[src/rtl/bcd_countdown_timer.sv]
// Two-digit BCD down counter with load/start/pause control and a done pulse at 00.
// WRAP selects stop-at-zero or reload-from-preset behaviour.
module bcd_countdown_timer #(
  parameter bit         WRAP     = 1'b0,
  parameter logic [7:0] INIT_VAL = 8'h00
) (
  input  logic       clk,
  input  logic       rst,
  input  logic       load,
  input  logic [7:0] load_val,
  input  logic       start,
  input  logic       pause,
  input  logic       tick,
  output logic [7:0] q,
  output logic       run,
  output logic       zero,
  output logic       done
);

  typedef enum logic [1:0] {StIdle, StRun, StPause, StDone} state_e;

  state_e     state_q, state_d;
  logic [7:0] q_q, q_d;
  logic [7:0] preset_q, preset_d;
  logic       done_q, done_d;
  logic [7:0] load_san;
  logic [7:0] q_dec;

  // Out-of-range digits clamp to 9 so the count stays valid BCD.
  always_comb begin
    load_san[7:4] = (load_val[7:4] > 4'd9) ? 4'd9 : load_val[7:4];
    load_san[3:0] = (load_val[3:0] > 4'd9) ? 4'd9 : load_val[3:0];
  end

  always_comb begin
    if (q_q[3:0] != 4'd0) begin
      q_dec = {q_q[7:4], q_q[3:0] - 4'd1};
    end else begin
      q_dec = {q_q[7:4] - 4'd1, 4'd9};
    end
  end

  always_comb begin
    state_d  = state_q;
    q_d      = q_q;
    preset_d = preset_q;
    done_d   = 1'b0;
    if (load) begin
      preset_d = load_san;
      q_d      = load_san;
      state_d  = StIdle;
    end else if (pause) begin
      if (state_q == StRun) begin
        state_d = StPause;
      end
    end else if (start && (state_q == StIdle || state_q == StPause) && q_q != 8'h00) begin
      state_d = StRun;
    end else if (tick && state_q == StRun) begin
      if (q_q == 8'h01) begin
        done_d = 1'b1;
        if (WRAP && preset_q != 8'h00) begin
          q_d = preset_q;
        end else begin
          q_d     = 8'h00;
          state_d = StDone;
        end
      end else if (q_q != 8'h00) begin
        q_d = q_dec;
      end
    end
  end

  always_ff @(posedge clk) begin
    if (rst) begin
      state_q  <= StIdle;
      q_q      <= INIT_VAL;
      preset_q <= INIT_VAL;
      done_q   <= 1'b0;
    end else begin
      state_q  <= state_d;
      q_q      <= q_d;
      preset_q <= preset_d;
      done_q   <= done_d;
    end
  end

  assign q    = q_q;
  assign run  = (state_q == StRun);
  assign zero = (q_q == 8'h00);
  assign done = done_q;

endmodule

[config.mk]
export PLATFORM = sky130hd
export DESIGN_NAME = bcd_countdown_timer
export DESIGN_NICKNAME = d
export VERILOG_FILES = /design/src/rtl/bcd_countdown_timer.sv
export SDC_FILE = /design/constraint.sdc
export NUM_CORES = 1
export LEC_CHECK = 0
export CORE_UTILIZATION = 38
export DETAILED_ROUTE_END_ITERATION = 12
export DONT_BUFFER_PORTS = 1
export GPL_ROUTABILITY_DRIVEN = 0
export PLACE_DENSITY = 0.53
export SETUP_SLACK_MARGIN = 0.4
export SLEW_MARGIN = 20
export SYNTH_ARGS = -nofsm -noshare
export SYNTH_HDL_FRONTEND = slang
export SYNTH_SLANG_ARGS = --single-unit
[constraint.sdc]
create_clock -name clk -period 2.5 [get_ports clk]
set_input_delay 0.125 -clock clk [delete_from_list [all_inputs] [get_ports clk]]
set_output_delay 0.125 -clock clk [all_outputs]
set_load 0.1 [all_outputs]
==> impl_metrics.json, run 1 <==
{
  "grt_pass1_vias": 759,
  "p_int_mw": 0.343,
  "yosys-top-cells-area": "dfxtp_1 27%, ha_1 6.2%, a21oi_1 5.5%, inv_1 4.2%, nand2_1 3.7%",
  "slew_violations": 0,
  "cts_made_buffers": 3,
  "grt_first_pass_wirelength_um": 3390,
  "critPathRequiredTime_ns": 2.38,
  "final_common_cell": "buf_4",
  "area_growth_syn_to_layout_pct": 28.8,
  "via_per_inst": 5.69,
  "ff2ff_path_depth": 6,
  "arrival_ns": 1.92,
  "power.share.combinational_pct": 43.5,
  "dp_hpwl_um": 1640,
  "power_density_nw_per_um2": 573,
  "pwr-share-clk_pct": 21.9,
  "async_flop_share_pct": 0,
  "p_leak_nw": 0.404,
  "path_class": "reg -> out",
  "dieHeight_um": 48.3,
  "h-tree-depth": 1,
  "critPathCaptureType": "primary output",
  "clk_latency_ns": 0.28,
  "synth_warnings": 0,
  "antenna_left": 0,
  "endpoint": "zero",
  "wl_per_cell_um": 15.3,
  "status": "finished, final reports clean",
  "rows": 16,
  "netlist_area_um2": 813,
  "io_buffer_count": 0,
  "slew-limit-headroom_pct": 38.2,
  "p_sw_share_pct": 42.8,
  "vdd_ir_drop_max_mv": 0.341,
  "pwr-share-seq_pct": 34.6,
  "root_buffer": "clkbuf_4",
  "cts_setup_buffers": 0,
  "dieArea_um2": 2330,
  "nets": 137,
  "grtUsageTotal_pct": 21.3,
  "first_pass_iters": 5,
  "most-common-layout-cells": "9 x buf_4, 8 x inv_1, 8 x a21oi_1, 8 x nand2_1, 6 x nor2_1",
  "synth.avg_cell_area_um2": 7.75,
  "reg2reg_to": "q[6]$_SDFFE_PP0P_",
  "fmax_mhz": 489,
  "rsz0062_at_grt": "no",
  "layout_min_cycle_time_ns": 2.04,
  "path_clk_slew_ns": 0.08,
  "syn-num-nets": 123,
  "ys_ff_latch": 11,
  "total_power_mw": 0.600,
  "synth_cell_types": 39,
  "ys_seq_area_share_pct": 27.1,
  "hold_viol_final": 0,
  "clk_path_buf_depth": 2,
  "worst_setup_path_start_kind": "flip-flop",
  "diodes": 0,
  "fin_ws_ns": 0.457,
  "grt_start_max_net_pins": 18,
  "post-place-ws_ns": 0.337,
  "p_sw_mw": 0.257,
  "worstMarginPinSlew_ns": 0.926,
  "setup_viol_count_final": 0,
  "coreArea_um2": 1980,
  "initial_core_util_pct": 41.0,
  "synth_flop_cell": "dfxtp_1",
  "syn_inst": 105,
  "drtIter0Drc": 20,
  "io_pins": 25,
  "cts_tree": "yes",
  "holdCritPathClass": "in -> reg",
  "synth_top_area_share_pct": 27.1,
  "crit_fanout": 8,
  "reg2reg_setup_slack_ns": 0.46,
  "cap_violations": 0,
  "synth_top_area_cell": "dfxtp_1",
  "post-route-period-util_pct": 81.7,
  "reg2reg_from": "q[1]$_SDFFE_PP0P_",
  "die_w_um": 48.3,
  "wl_um": 2210,
  "layout-drive-gt1-share_pct": 27.1,
  "clock_skew_ns": 0.00206,
  "startpoint": "q[1]$_SDFFE_PP0P_",
  "cts.sinks": 11,
  "synth-edff-count": 0,
  "setup-tns-final_ns": 0,
  "antenna_found_initial": 0,
  "remaining_drc_errors": 0,
  "grt-ovfl-total": 0,
  "num_vias": 825
}
## metal layers
| metal | routed length (um) | global-route usage [%] | part of all wire (%) |
|---|---|---|---|
| met2 | 975 | 31.2 | 44 |
| met1 | 1050 | 30.0 | 48 |
| met4 | 42 | 8.33 | 1.9 |
| met3 | 141 | 4.81 | 6.4 |
| met5 | 0 | 0 | 0 |
## cell families (layout without fill, tap and decap cells)
| kind of cell | Yosys count | in the layout | synth area share, % |
|---|---|---|---|
| compound gates | 34 | 34 | 29.2 |
| fa+ha+maj | 4 | 4 | 6.15 |
| buf+inv | 13 | 26 | 6.15 |
| flops | 11 | 11 | 27.1 |
| mux | 2 | 2 | 3.08 |
| simple gates | 41 | 41 | 28.3 |
## registers in the layout, indices dropped and copies added (netlist names)
register	count
state_q	2
q	8
done	1
## stage by stage
step / std cells / instance area (um2) / util, % / hold slack [ns]
5_1_grt: 145 / 1050 / 52.8 / 0.0427
4_1_cts: 145 / 1030 / 51.9 / 0.0321
3_5_place_dp: 138 / 945 / 47.7 / 0.190
2_1_floorplan: 105 / 850 / - / 0.267
3_3_place_gp: 138 / 945 / 47.7 / 0.189
6_report: 145 / 1050 / 52.8 / 0.0333
## Yosys cell counts, drive strengths merged (2+ instances only)
library cell  instances
o211ai                2
nor2                  7
nor3                  4
nand2                 8
nand3                 4
nand3b                2
clkbuf                3
o31a                  2
ha                    4
or3b                  3
nor2b                 3
dfxtp                11
a21oi                 9
o21ai                 5
nand2b                3
a2bb2oi               2
inv                   9
a311oi                3
## layout make-up
cell class                 instances  area [um2]
clock buffer                       4        26.3
fill                             198         935
inverter                           9        36.3
multi-input combinational         81         593
sequential                        11         240
tap                               27        33.8
timing repair buffer              13         118
## worst max-delay path, cell delays in order (launching register included)
cell and delay (ns):
dfxtp_4 0.46, inv_4 0.12, ha_4 0.16, or3b_4 0.43, buf_4 0.17, nor2_4 0.11
buf_12 0.18
## power by group through the flow
stage | clock network (mW) | registers, mW | logic [mW]
after global routing | 0.138 | 0.210 | 0.277
final | 0.131 | 0.208 | 0.261
after detailed placement | 0 | 0.211 | 0.232
after global placement | 0 | 0.210 | 0.235
after CTS | 0.132 | 0.207 | 0.253
after floorplan | 0 | 0.270 | 0.135
## repair_timing
item,CTS,global route
gates cloned,0,0
gates resized for setup,6,4
endpoints found under the setup margin,3,4
hold endpoints to repair,6,0
hold buffers,3,0
## worst min-delay path by stage
stage                           start                 to  slack, ns  cells after the start
after detailed placement          rst  q[2]$_SDFFE_PP0P_       0.19                      1
final                            load  q[5]$_SDFFE_PP0P_       0.03                      2
after global routing             load  q[5]$_SDFFE_PP0P_       0.04                      2
after global placement            rst  q[2]$_SDFFE_PP0P_       0.19                      1
after CTS                        load  q[5]$_SDFFE_PP0P_       0.03                      2
after floorplan           load_val[1]  q[1]$_SDFFE_PP0P_       0.27                      2
Power figures use the tool's default switching activity.
==> run 2: changes to the inputs <==
==> constraint.sdc (replaced) <==
create_clock -name clk -period 2.09 [get_ports clk]
set_input_delay 0.1045 -clock clk [delete_from_list [all_inputs] [get_ports clk]]
set_output_delay 0.1045 -clock clk [all_outputs]
set_load 0.1 [all_outputs]
==> impl_metrics.json, run 2 (synthesis gave the netlist of run 1 again) <==
{
  "dp_hpwl_um": 1730,
  "nFillCells": 183,
  "final_common_cell": "buf_4",
  "post-route-period-util_pct": 84.5,
  "cp_slowest_cell": "or3b_4",
  "grt_pass1_vias": 787,
  "hold_viol_final": 0,
  "cap_violations": 0,
  "largest_reg_flops": 8,
  "via_per_inst": 5.75,
  "critPathRequiredTime_ns": 2.27,
  "nets": 152,
  "root_buffer": "clkbuf_4",
  "path_clk_slew_ns": 0.08,
  "total_power_mw": 0.801,
  "num_vias": 920,
  "dpl_cell_area_um2": 1020,
  "worst_setup_path_start_kind": "flip-flop",
  "cts_made_buffers": 3,
  "clk_path_buf_depth": 2,
  "fmax_mhz": 566,
  "crit_fanout": 3,
  "cts_tree": "yes",
  "clock_skew_ns": 0.00740,
  "p_leak_nw": 0.497,
  "worstMarginPinSlew_ns": 0.400,
  "slew_violations": 0,
  "path_class": "reg -> reg",
  "setup-tns-final_ns": 0,
  "remaining_drc_errors": 0,
  "most-common-layout-cells": "19 x buf_4, 7 x a21oi_1, 6 x nor2_1, 6 x nand2_1, 5 x inv_1",
  "first_pass_iters": 4,
  "rsz0062_at_grt": "yes",
  "holdWs_ns": 0.00656,
  "critPathCaptureType": "flip-flop",
  "crit_chain": "inv_4, ha_4, or3b_4, mux2_4, a21o_1, o211a_1",
  "grt_first_pass_wirelength_um": 3620,
  "rows": 16,
  "layout_min_cycle_time_ns": 1.77,
  "wl_um": 2480,
  "grt_start_max_net_pins": 18,
  "stdcell_area_um2": 1230,
  "cts.sinks": 11,
  "h-tree-depth": 1,
  "grtUsageTotal_pct": 23.4,
  "dieHeight_um": 48.3,
  "arrival_ns": 1.95,
  "wl_per_cell_um": 15.5,
  "io_pins": 25,
  "diodes": 0,
  "vdd_ir_drop_max_mv": 0.443,
  "coreArea_um2": 1980,
  "power_density_nw_per_um2": 649,
  "layout-drive-gt1-share_pct": 42.9,
  "dieArea_um2": 2330,
  "initial_core_util_pct": 41.0,
  "max_stage_delay_ns": 0.39,
  "antenna_found_initial": 0,
  "io_buffer_count": 0,
  "drtIter0Drc": 26,
  "area_growth_syn_to_layout_pct": 51.7,
  "status": "finished, final reports clean",
  "die_w_um": 48.3,
  "slew-limit-headroom_pct": 73.2,
  "antenna_left": 0,
  "holdCritPathClass": "in -> reg",
  "grt-ovfl-total": 0,
  "setup_viol_count_final": 0,
  "clk_latency_ns": 0.28
}
[run 2: cell types whose count changed in the layout (fill, tap and decap cells not counted), sizes merged]
cell | previous run | this run
buf | 10 | 24
dlygate4sd3 | 3 | 4
[run 2: through the flow]
stage,utilization (%),std cells,setup slack (ns)
final,62.2,160,0.324
after detailed placement,51.4,141,0.202
after global placement,51.4,141,0.207
after floorplan,-,105,0.109
after global routing,62.2,160,0.275
after CTS,59.8,157,0.324
[run 2: path summary, 6_finish.rpt]
| check | from | to | slack [ns] | cells after the start |
|---|---|---|---|---|
| setup / recovery | q[4]$_SDFFE_PP0P_ | q[4]$_SDFFE_PP0P_ | 0.32 | 6 |
| hold / removal | load | q[0]$_SDFFE_PP0P_ | 0.007 | 3 |
| setup reg to reg | q[4]$_SDFFE_PP0P_ | q[4]$_SDFFE_PP0P_ | 0.32 | 6 |
| hold reg to reg | state_q[0]$_SDFFE_PP0P_ | state_q[1]$_SDFFE_PP0P_ | 0.52 | 2 |
[run 2: timing repair]
item / 4_1_cts / 5_1_grt
buffers inserted: 9 / 2
setup endpoints to repair: 5 / 10
pin swaps: 4 / 6
gates resized for setup: 9 / 8
hold buffers: 3 / 1
hold endpoints to repair: 6 / 1
[run 2: critical path, delay by kind of cell, from the launching register on]
family | cells | cell delay [ns]
AO/OA/AOI/OAI | 2 | 0.41
adder cells (fa/ha/maj) | 1 | 0.13
buffers and inverters | 1 | 0.06
flip-flops | 1 | 0.36
multiplexers | 1 | 0.32
AND/OR/NAND/NOR | 1 | 0.39
[run 2: area by class of cell]
cell class                 count  area [um2]  share of cell area, %
timing repair buffer          28         248                   20.1
tap                           27        33.8                   2.74
clock buffer                   4        26.3                   2.13
multi-input combinational     81         642                   52.0
inverter                       9        43.8                   3.55
sequential                    11         240                   19.5
[run 2: metal layers]
layer | track usage (%) | share of wire [%] | vias to the layer above
li1 | - | - | 449
met1 | 33.6 | 47 | 431
met2 | 34.1 | 45 | 35
met3 | 4.07 | 6.7 | 5
met4 | 10.0 | 1.5 | 0
met5 | 0 | 0 | -
[run 2: where the power goes]
part           internal (mW)  switching, mW
Clock                 0.0742         0.0864
Combinational          0.165          0.238
Sequential             0.223         0.0142
==> run 3: changes to the inputs <==
==> constraint.sdc (replaced) <==
create_clock -name clk -period 1.8 [get_ports clk]
set_input_delay 0.09 -clock clk [delete_from_list [all_inputs] [get_ports clk]]
set_output_delay 0.09 -clock clk [all_outputs]
set_load 0.1 [all_outputs]
==> impl_metrics.json, run 3 (synthesis gave the netlist of run 1 again) <==
{
  "io_pins": 25,
  "grt_use_met3_pct": 2.59,
  "fin_cells": 169,
  "worst_setup_path_start_kind": "flip-flop",
  "grtUsageTotal_pct": 23.7,
  "post-route-period-util_pct": 98.0,
  "crit_chain": "inv_4, ha_4, or3b_4, mux2_4, a21o_1, a221oi_2",
  "p_leak_nw": 0.540,
  "diodes": 0,
  "grt_start_max_net_pins": 16,
  "dpl_cell_area_um2": 1080,
  "fmax_mhz": 567,
  "slew-limit-headroom_pct": 78.4,
  "grt_pass1_vias": 860,
  "path_clk_slew_ns": 0.07,
  "io_buffer_count": 0,
  "nets": 161,
  "dp_hpwl_um": 1700,
  "largest_reg_flops": 8,
  "layout-drive-gt1-share_pct": 48.6,
  "layout_min_cycle_time_ns": 1.76,
  "dp.cells": 147,
  "area_growth_syn_to_layout_pct": 64.6,
  "via_per_inst": 5.46,
  "h-tree-depth": 1,
  "clock_skew_ns": 0.00464,
  "cts_tree": "yes",
  "first_pass_iters": 5,
  "critPathRequiredTime_ns": 1.98,
  "setup-tns-final_ns": 0,
  "max_stage_delay_ns": 0.38,
  "crit_fanout": 3,
  "cap_violations": 0,
  "rows": 16,
  "root_buffer": "clkbuf_4",
  "stdcell_area_um2": 1340,
  "grt-ovfl-total": 0,
  "coreArea_um2": 1980,
  "dieArea_um2": 2330,
  "path_class": "reg -> reg",
  "hold_viol_final": 0,
  "antenna_left": 0,
  "total_power_mw": 0.961,
  "cts_made_buffers": 3,
  "cts.sinks": 11,
  "most-common-layout-cells": "28 x buf_4, 7 x nand2_1, 6 x nor2_1, 6 x a21oi_1",
  "clk_path_buf_depth": 2,
  "met1_usage_pct": 29.8,
  "wl_per_cell_um": 14.8,
  "num_vias": 923,
  "setup_viol_count_final": 0,
  "hold_path_startpoint": "load",
  "antenna_found_initial": 0,
  "reg2reg_from": "q[5]$_SDFFE_PP0P_",
  "dieHeight_um": 48.3,
  "met2_usage_pct": 40.8,
  "holdCritPathClass": "in -> reg",
  "remaining_drc_errors": 0,
  "final_common_cell": "buf_4",
  "critPathCaptureType": "flip-flop",
  "clk_latency_ns": 0.27,
  "grt_first_pass_wirelength_um": 3780,
  "power_density_nw_per_um2": 718,
  "initial_core_util_pct": 41.0,
  "startpoint": "q[5]$_SDFFE_PP0P_",
  "post-place-ws_ns": -0.0105,
  "arrival_ns": 1.95,
  "fin_ws_ns": 0.0362,
  "vdd_ir_drop_max_mv": 0.503,
  "wl_um": 2500,
  "cp_slowest_cell": "or3b_4",
  "status": "finished, final reports clean",
  "die_w_um": 48.3,
  "rsz0062_at_grt": "yes",
  "slew_violations": 0,
  "nFillCells": 171,
  "drtIter0Drc": 18,
  "worstMarginPinSlew_ns": 0.322,
  "grt.busiest_layer": "met2"
}
[run 3: changes by cell type in the layout (fill, tap and decap cells not counted), sizes merged]
cell         before  now
buf              24   34
dlygate4sd3       4    3
[run 3: repair_timing]
| item | 4_1_cts | 5_1_grt |
|---|---|---|
| buffers inserted | 13 | 2 |
| endpoints found under the setup margin | 11 | 11 |
| gates resized for setup | 16 | 4 |
| hold endpoints to repair | 6 | 0 |
| pin swaps | 15 | 4 |
| hold buffers | 3 | 0 |
[run 3: worst paths after layout]
check                                               end  slack, ns  cells after the start
worst max register to register        q[7]$_SDFFE_PP0P_       0.04                      6
worst max-delay path                  q[7]$_SDFFE_PP0P_       0.04                      6
worst min register to register  state_q[1]$_SDFFE_PP0P_       0.54                      2
worst min-delay path                  q[0]$_SDFFE_PP0P_       0.02                      2
[run 3: worst max-delay path: cells and delay by family, from the launching register on]
kind	cells	cell delay [ns]
muxes	1	0.31
DFF	1	0.35
and+or+nand+nor	1	0.38
buffers and inverters	1	0.06
adders and majority gates	1	0.13
AOI/OAI and AO/OA	2	0.45
[run 3: through the flow]
stage	utilization [%]	hold WS, ns
CTS	65.5	0.0111
floorplan	-	0.232
global route	67.6	0.00747
finish	67.6	0.0157
detailed placement	54.4	0.156
global placement	54.4	0.156
[run 3: metal layers]
metal	routed length, um	vias to the layer above
li1	-	464
met1	1100	425
met2	1260	32
met3	119	2
met4	14	0
met5	0	-
[run 3: layout make-up]
class | instances | area (um2) | share of cell area, %
multi-input combinational | 81 | 676 | 50.5
sequential | 11 | 243 | 18.1
inverter | 9 | 43.8 | 3.27
tap | 27 | 33.8 | 2.52
clock buffer | 4 | 26.3 | 1.96
timing repair buffer | 37 | 317 | 23.6
[run 3: where the power goes]
group | internal, mW | switching, mW
clock network | 0.0858 | 0.0853
registers | 0.258 | 0.0211
logic | 0.226 | 0.285
